===== config.mk =====
export PLATFORM = sky130hd
export DESIGN_NAME = reg_file
export DESIGN_NICKNAME = d
export VERILOG_FILES = /design/src/rtl/reg_file.sv
export SDC_FILE = /design/constraint.sdc
export NUM_CORES = 2
export LEC_CHECK = 0
export CORE_MARGIN = 8
export CORE_UTILIZATION = 24
export CTS_BUF_LIST = sky130_fd_sc_hd__clkbuf_8
export CTS_CLUSTER_SIZE = 16
export DETAILED_ROUTE_END_ITERATION = 10
export GPL_TIMING_DRIVEN = 0
export PLACE_DENSITY_LB_ADDON = 0.2
export SYNTH_ARGS = -nofsm -noshare
export SYNTH_HDL_FRONTEND = slang
export SYNTH_SLANG_ARGS = --single-unit

===== constraint.sdc =====
create_clock -name clk -period 9.1 [get_ports clk]
set_input_delay 1.82 -clock clk [delete_from_list [all_inputs] [get_ports clk]]
set_output_delay 1.82 -clock clk [all_outputs]
set_load 0.01 [all_outputs]

===== src/rtl/reg_file.sv =====
// reg_file: architectural register file with rename tags for the Tomasulo core.
// Answers decoder operand queries combinationally, records destination
// renames on issue, retires values on ROB commit and clears all renames on
// rollback. Register x0 is hardwired to zero and is never renamed.
//
// Optional build macro: COMMIT_BYPASS_EN. When defined, a commit that
// completes the queried register's current rename is forwarded to the query
// outputs in the same cycle.
//
// Strobe semantics: issue, commit and rollback are single-cycle qualifiers.
// Each one is consumed on a rising clk edge where rdy=1 and rst=0, and it has
// no effect on any other edge. There is no back-pressure, so the register
// file accepts every qualified strobe.
module reg_file #(
  parameter int DATA_W = 32,
  parameter int REG_W  = 5,
  parameter int ROB_W  = 4
) (
  input  logic              clk,
  input  logic              rst,
  input  logic              rdy,
  input  logic              rollback,
  input  logic [REG_W-1:0]  reg_rs1,
  output logic              reg_rs1_rdy,
  output logic [DATA_W-1:0] reg_rs1_val,
  output logic [ROB_W-1:0]  reg_rs1_rob_pos,
  input  logic [REG_W-1:0]  reg_rs2,
  output logic              reg_rs2_rdy,
  output logic [DATA_W-1:0] reg_rs2_val,
  output logic [ROB_W-1:0]  reg_rs2_rob_pos,
  input  logic              issue,
  input  logic [REG_W-1:0]  issue_rd,
  input  logic [ROB_W-1:0]  issue_rob_pos,
  input  logic              commit,
  input  logic [REG_W-1:0]  commit_rd,
  input  logic [DATA_W-1:0] commit_val,
  input  logic [ROB_W-1:0]  commit_rob_pos
);

  localparam int NREG = 1 << REG_W;

  logic [DATA_W-1:0] val_q [NREG];
  logic [DATA_W-1:0] val_d [NREG];
  logic [NREG-1:0]   busy_q, busy_d;
  logic [ROB_W-1:0]  tag_q [NREG];
  logic [ROB_W-1:0]  tag_d [NREG];

  // Next state: commit first, then rollback, then issue (issue wins over a
  // same-register busy clear from the commit).
  always_comb begin
    val_d  = val_q;
    busy_d = busy_q;
    tag_d  = tag_q;
    if (commit && (commit_rd != '0)) begin
      val_d[commit_rd] = commit_val;
      // A tag mismatch means a newer writer still owns the register.
      if (busy_q[commit_rd] && (tag_q[commit_rd] == commit_rob_pos)) begin
        busy_d[commit_rd] = 1'b0;
      end
    end
    if (rollback) begin
      busy_d = '0;
    end
    if (issue && !rollback && (issue_rd != '0)) begin
      busy_d[issue_rd] = 1'b1;
      tag_d[issue_rd]  = issue_rob_pos;
    end
  end

  // State registers: synchronous reset clears everything; rdy=0 freezes.
  always_ff @(posedge clk) begin
    if (rst) begin
      val_q  <= '{default: '0};
      busy_q <= '0;
      tag_q  <= '{default: '0};
    end else if (rdy) begin
      val_q  <= val_d;
      busy_q <= busy_d;
      tag_q  <= tag_d;
    end
  end

  // Source-1 query: pre-edge state, forced ready/zero during reset and for x0.
  always_comb begin
    reg_rs1_rdy     = 1'b1;
    reg_rs1_val     = '0;
    reg_rs1_rob_pos = '0;
    if (!rst && (reg_rs1 != '0)) begin
      if (busy_q[reg_rs1]) begin
`ifdef COMMIT_BYPASS_EN
        if (commit && (commit_rd == reg_rs1) && (tag_q[reg_rs1] == commit_rob_pos)) begin
          reg_rs1_val = commit_val;
        end else begin
          reg_rs1_rdy     = 1'b0;
          reg_rs1_rob_pos = tag_q[reg_rs1];
        end
`else
        reg_rs1_rdy     = 1'b0;
        reg_rs1_rob_pos = tag_q[reg_rs1];
`endif
      end else begin
        reg_rs1_val = val_q[reg_rs1];
      end
    end
  end

  // Source-2 query: identical rules to source 1, evaluated independently.
  always_comb begin
    reg_rs2_rdy     = 1'b1;
    reg_rs2_val     = '0;
    reg_rs2_rob_pos = '0;
    if (!rst && (reg_rs2 != '0)) begin
      if (busy_q[reg_rs2]) begin
`ifdef COMMIT_BYPASS_EN
        if (commit && (commit_rd == reg_rs2) && (tag_q[reg_rs2] == commit_rob_pos)) begin
          reg_rs2_val = commit_val;
        end else begin
          reg_rs2_rdy     = 1'b0;
          reg_rs2_rob_pos = tag_q[reg_rs2];
        end
`else
        reg_rs2_rdy     = 1'b0;
        reg_rs2_rob_pos = tag_q[reg_rs2];
`endif
      end else begin
        reg_rs2_val = val_q[reg_rs2];
      end
    end
  end

endmodule


Word level (Yosys, flattened, before mapping). Index checks and enable logic that the tools add are counted. W data, S select, Z words.

Bits in registers: 1184. Input port bits: 66. Output and inout port bits: 74. Word-level logic and storage cells: 150.

Magnitude comparators: 12. Eq/ne operators: 1. Mux-type cells: 47. Bitwise operators: 7. Reduce and logical (&&, ||, !) cells: 18.

Operator list (count): $bwmux W1024 (1); $mux W32 (13); $bmux W32 S5 (2); $demux W32 S5 (1); $bwmux W128 (1); $bmux W4 S5 (3); $mux W4 (11); $and A32 B32 Y32 (1); $not A32 Y32 (1); $or A32 B32 Y32 (1); $ge A6 B6 Y1 const B (4); $lt A5 B6 Y1 const B (4); $not A5 Y6 (4); $demux W4 S5 (1); $reduce_bool A5 Y1 (4); $bmux W1 S5 (3); $lt A6 B1 Y1 const B (2); $demux W1 S5 (2); $ge A5 B1 Y1 const B (2); $logic_and A1 B1 Y1 (10); $mux W1 (9); $eq A4 B4 Y1 (1); $reduce_and A2 Y1 (2); $logic_not A1 Y1 (2).

Longest topological paths before layout.
Depth after elaboration: 11. Gate-level depth with buffers: 13. Depth with buffers taken out: 7.

Worst setup path before layout. Ideal clock, no wire load.

Path kind: input -> output. From: in reg_rs1[0]. To: out reg_rs1_rob_pos[0]. Data arrival time: 4.220 ns. Required time: 7.280 ns. Setup slack: 3.060 ns. Cell stages on the path: 7. Buffers on the path: 3. Cells stage by stage: buf_2 > buf_1 > clkbuf_1 > mux4_2 > mux4_2 > mux2i_1 > nor2_1.

Cells in the longest elaborated chain, start to end: 6. Elaborated cells between the ends (all ways): 10. Those cells by class: mux (7); bitwise (1); reduce/logical (2).

Ends and longest elaborated chain: start: declaration (RTL line 23) `input logic [REG_W-1:0] reg_rs1,`; $not A5 Y6 (not written as such) (RTL line 99) `reg_rs1_rob_pos = tag_q[reg_rs1];`; $bmux W4 S5 (RTL line 99); $mux W4 (not written as such) (2 in series) (RTL line 99); $mux W4 (RTL line 89) `if (busy_q[reg_rs1]) begin`; $mux W4 * (RTL line 88) `if (!rst && (reg_rs1 != '0)) begin`; end: declaration (RTL line 26) `output logic [ROB_W-1:0] reg_rs1_rob_pos,`.

Every way passes the cells marked *; elsewhere a longest branch is shown, timed or not. The select of a mux whose other input is x is not followed.

Worst setup path in the final report.
From: in reg_rs2[3]. To: out reg_rs2_val[20].

Cells in the longest elaborated chain, start to end: 6. Elaborated cells between the ends (all ways): 10. Those cells by class: mux (7); bitwise (1); reduce/logical (2).

Ends and longest elaborated chain: start: declaration (RTL line 27) `input logic [REG_W-1:0] reg_rs2,`; $not A5 Y6 (not written as such) (RTL line 126) `reg_rs2_val = val_q[reg_rs2];`; $bmux W32 S5 (RTL line 126); $mux W32 (not written as such) (2 in series) (RTL line 126); $mux W32 (RTL line 113) `if (busy_q[reg_rs2]) begin`; $mux W32 * (RTL line 112) `if (!rst && (reg_rs2 != '0)) begin`; end: declaration (RTL line 29) `output logic [DATA_W-1:0] reg_rs2_val,`.

Marks and branches as above.

==> impl_metrics.env <==
export IMPL_syn_inst=6600
export IMPL_tritoncts_num_buffers=210
export IMPL_max_cap_viol_count=3
export IMPL_violations="max-capacitance violations, max-slew violations"
export IMPL_start_to_end_type_of_the_worst_setup_path="in -> out"
export IMPL_ant_nets=0
export IMPL_grt_pass1_wl_microns=421000
export IMPL_ctsRootBufferMaster="clkbuf_8"
export IMPL_netSwitchingFraction_pct=29.2
export IMPL_drt_total_wl_microns=308000
export IMPL_rr_endpoint="busy_q[17]$_SDFFE_PP0P_"
export IMPL_nNetsFinal=7015
export IMPL_final_min_period_over_clock_period_pct=99.1
export IMPL_r2r_setup_slack_ns=5.88
export IMPL_die_y_microns=523
export IMPL_detail_route_vias_per_cell=5.25
export IMPL_post_synth_most_frequent_cells="2160 x nand2_1, 1184 x dfxtp_1, 1097 x a21oi_1"
export IMPL_combinational_share_of_power_pct=9.2
export IMPL_holdPathStages=2
export IMPL_place_congestion=0.958
export IMPL_detail_route_iter0_violations=5909
export IMPL_firstDrtPassIters=6
export IMPL_critical_path_required_ns=7.28
export IMPL_max_clock_path_buffers=3
export IMPL_die_area_sq_um=273000
export IMPL_synth_cell_area_sq_um=61600
export IMPL_final_util_pct=27.9
export IMPL_rsz0062_at_grt="false"
export IMPL_synth_largest_area_cell="dfxtp_1"
export IMPL_drt_drc_violations_left=0
export IMPL_clock_fmax_mhz=111
export IMPL_vdd_ir_drop_worst_mv=0.160
export IMPL_clock_sinks=1184
export IMPL_portBuffers=128
export IMPL_worst_slew_pin_slew_ns=1.61
export IMPL_power_leakage_nw=22.2
export IMPL_tritoncts="built"
export IMPL_power_share_sequential_pct=45.6
export IMPL_overflow=0
export IMPL_start_util_pct=24.1
export IMPL_synthDistinctLibCells=57
export IMPL_htreeDepth=4
export IMPL_async_reset_ff_share_pct=0
export IMPL_fp_dieW_microns=523
export IMPL_area_delta_synth_final_pct=16.2
export IMPL_ys_seq_area_share_pct=38.5
export IMPL_power_report_internal_total_mw=8.10
export IMPL_min_delay_path_class="reg -> reg"
export IMPL_reg2reg_from="tag_q[56]$_SDFFE_PP0P_"
export IMPL_crit_arrival_ns=7.20
export IMPL_largest_net_degree_at_the_start_of_global_routing=18
export IMPL_synth_enable_flop_cells=0
export IMPL_power_density_nw_per_um2=160
export IMPL_grt_antenna_before_repair=24
export IMPL_final_period_minus_worst_setup_slack_ns=9.02
export IMPL_timing_critical_path_from_type="input port"
export IMPL_placed_cells_incl_taps=10100
export IMPL_ioPinCount=140
export IMPL_synth_top_cell_area_share_pct=38.5
export IMPL_stdcell_count=10500
export IMPL_insertion_delay_ns=0.98
export IMPL_crit_fanout=10
export IMPL_timing_reg2reg_worst_path_depth=8
export IMPL_synth_ff_type="dfxtp_1"
export IMPL_clk_transition_reported_paths_ns=0.06
export IMPL_finalPower_mw=11.4
export IMPL_worstSetupEndpointType="primary output"
export IMPL_synthTopCellsByArea="dfxtp_1 38%, mux4_2 27%, nand2_1 13%"
export IMPL_postSynthRegisterBits=1184
export IMPL_dp_final_hpwl_microns=244000
export IMPL_yosys_warnings=0
export IMPL_p_sw_mw=3.34
export IMPL_final_max_slew_viol_count=19
export IMPL_first_global_vias=53500
export IMPL_layout_drive_gt1_share_pct=15.8
export IMPL_skew_ns=0.0164
export IMPL_vias=55200
export IMPL_report_final_setup_viol=0
export IMPL_wire_per_inst_microns=29.4
export IMPL_outcome="finished, violations left"
export IMPL_cts_repair_timing_setup_buffer_count=0
export IMPL_min_delay_start="val_q[857]$_SDFFE_PP0P_"
export IMPL_slew_limit_headroom_pct=-8.21
export IMPL_worstHoldEndpoint="val_q[857]$_SDFFE_PP0P_"
export IMPL_most_common_cell_in_the_synthesized_netlist="nand2_1"
export IMPL_synth_net_count=6666
export IMPL_row_count=186
export IMPL_grt_usage_pct=21.8
export IMPL_post_synth_cell_area_avg_sq_um=9.34
export IMPL_pwr_share_clk_pct=45.1
export IMPL_finalHoldViolCount=0
export IMPL_floorplan_core_area_sq_um=256000
logic make-up (layout without fill, tap and decap cells):
family | count (synthesis) | after routing | synth area share, %
compound gates | 1213 | 1213 | 10.2
flops | 1184 | 1184 | 38.5
buf+inv | 687 | 1197 | 4.34
other cells | 0 | 10 | 0
simple gates | 2584 | 2584 | 16.9
mux | 931 | 931 | 30.0
xor+xnor | 1 | 1 | 0.0142
power groups by stage:
stage | Combinational (mW) | Sequential, mW | Clock, mW
after global placement | 1.03 | 5.33 | 0
final | 1.06 | 5.22 | 5.16
after global routing | 1.08 | 5.22 | 5.45
after CTS | 1.04 | 5.22 | 5.25
after floorplan | 0.546 | 5.33 | 0
after detailed placement | 1.04 | 5.33 | 0
through the flow:
stage / setup WS [ns] / TNS [ns] / hold slack [ns] / cell area (sq um)
finish: 0.0840 / 0 / 0.464 / 71600
CTS: 0.125 / 0 / 0.466 / 71500
global placement: -0.896 / -14.28 / 0.448 / 67200
global route: 0.171 / 0 / 0.482 / 71600
floorplan: 3.06 / 0 / 0.443 / 61600
detailed placement: -0.140 / -0.766 / 0.458 / 67300
worst max-delay path, stage by stage:
cell             delay [ns]
clkdlybuf4s50_1        1.01
inv_1                  0.24
clkbuf_1               0.67
buf_2                  0.58
a21oi_1                0.25
and2_1                 0.63
clkbuf_1               0.58
nor2b_1                0.71
clkdlybuf4s50_1        0.68
cells in the final DEF, fill, tap and decap left out, types with 4 or more instances in the layout:
cell type	n
o41ai_1	6
nand4b_1	4
buf_1	71
nor3_2	4
clkbuf_2	14
nand2_1	2160
dfxtp_1	1184
clkdlybuf4s50_1	128
a21oi_1	1097
nand3_1	82
o22ai_1	26
nor2b_1	108
clkbuf_8	257
buf_2	50
nor2_1	138
o21ai_1	8
nand3b_1	4
or4bb_1	4
and2_1	4
and3_1	8
buf_6	6
inv_1	97
mux4_2	728
or2_2	5
clkinv_2	17
diode_2	10
clkbuf_1	529
buf_8	4
mux2i_1	196
nor4_1	6
nor3_1	17
mux4_1	5
a22oi_1	14
o221ai_1	24
nand2b_1	10
o21ai_0	24
nor3b_1	9
flip-flops by register name (all words and copies together) (netlist names):
| name | cells |
|---|---|
| val_q | 1024 |
| tag_q | 128 |
| busy_q | 32 |
worst max-delay path by stage:
| stage | startpoint | end | slack (ns) |
|---|---|---|---|
| after floorplan | reg_rs1[0] | reg_rs1_rob_pos[0] | 3.06 |
| after global placement | reg_rs2[1] | reg_rs2_val[10] | -0.90 |
| after detailed placement | reg_rs2[1] | reg_rs2_val[19] | -0.14 |
| after CTS | reg_rs2[3] | reg_rs2_val[31] | 0.13 |
| after global routing | reg_rs2[3] | reg_rs2_val[12] | 0.17 |
| final | reg_rs2[3] | reg_rs2_val[20] | 0.08 |
repair_timing:
item                       4_1_cts  5_1_grt
gates resized for setup          2        0
setup endpoints to repair       16        0
hold buffers                     0        0
layout make-up:
class | instances | area, sq um
sequential | 1184 | 23700
clock inverter | 116 | 677
timing repair buffer | 137 | 1430
inverter | 16 | 60.1
multi-input combinational | 4729 | 35300
clock buffer | 257 | 3540
tap | 3384 | 4230
antenna | 10 | 25.0
buffer | 671 | 2650
fill | 27200 | 185000
metal layers:
layer,vias up,part of all wire [%],global-route usage [%]
li1,24100,-,-
met1,27700,39,27.0
met2,2733,46,35.2
met3,681,8.4,4.55
met4,8,6.7,12.4
met5,-,0.018,0
Note: power is estimated with default switching activity, not from simulation.
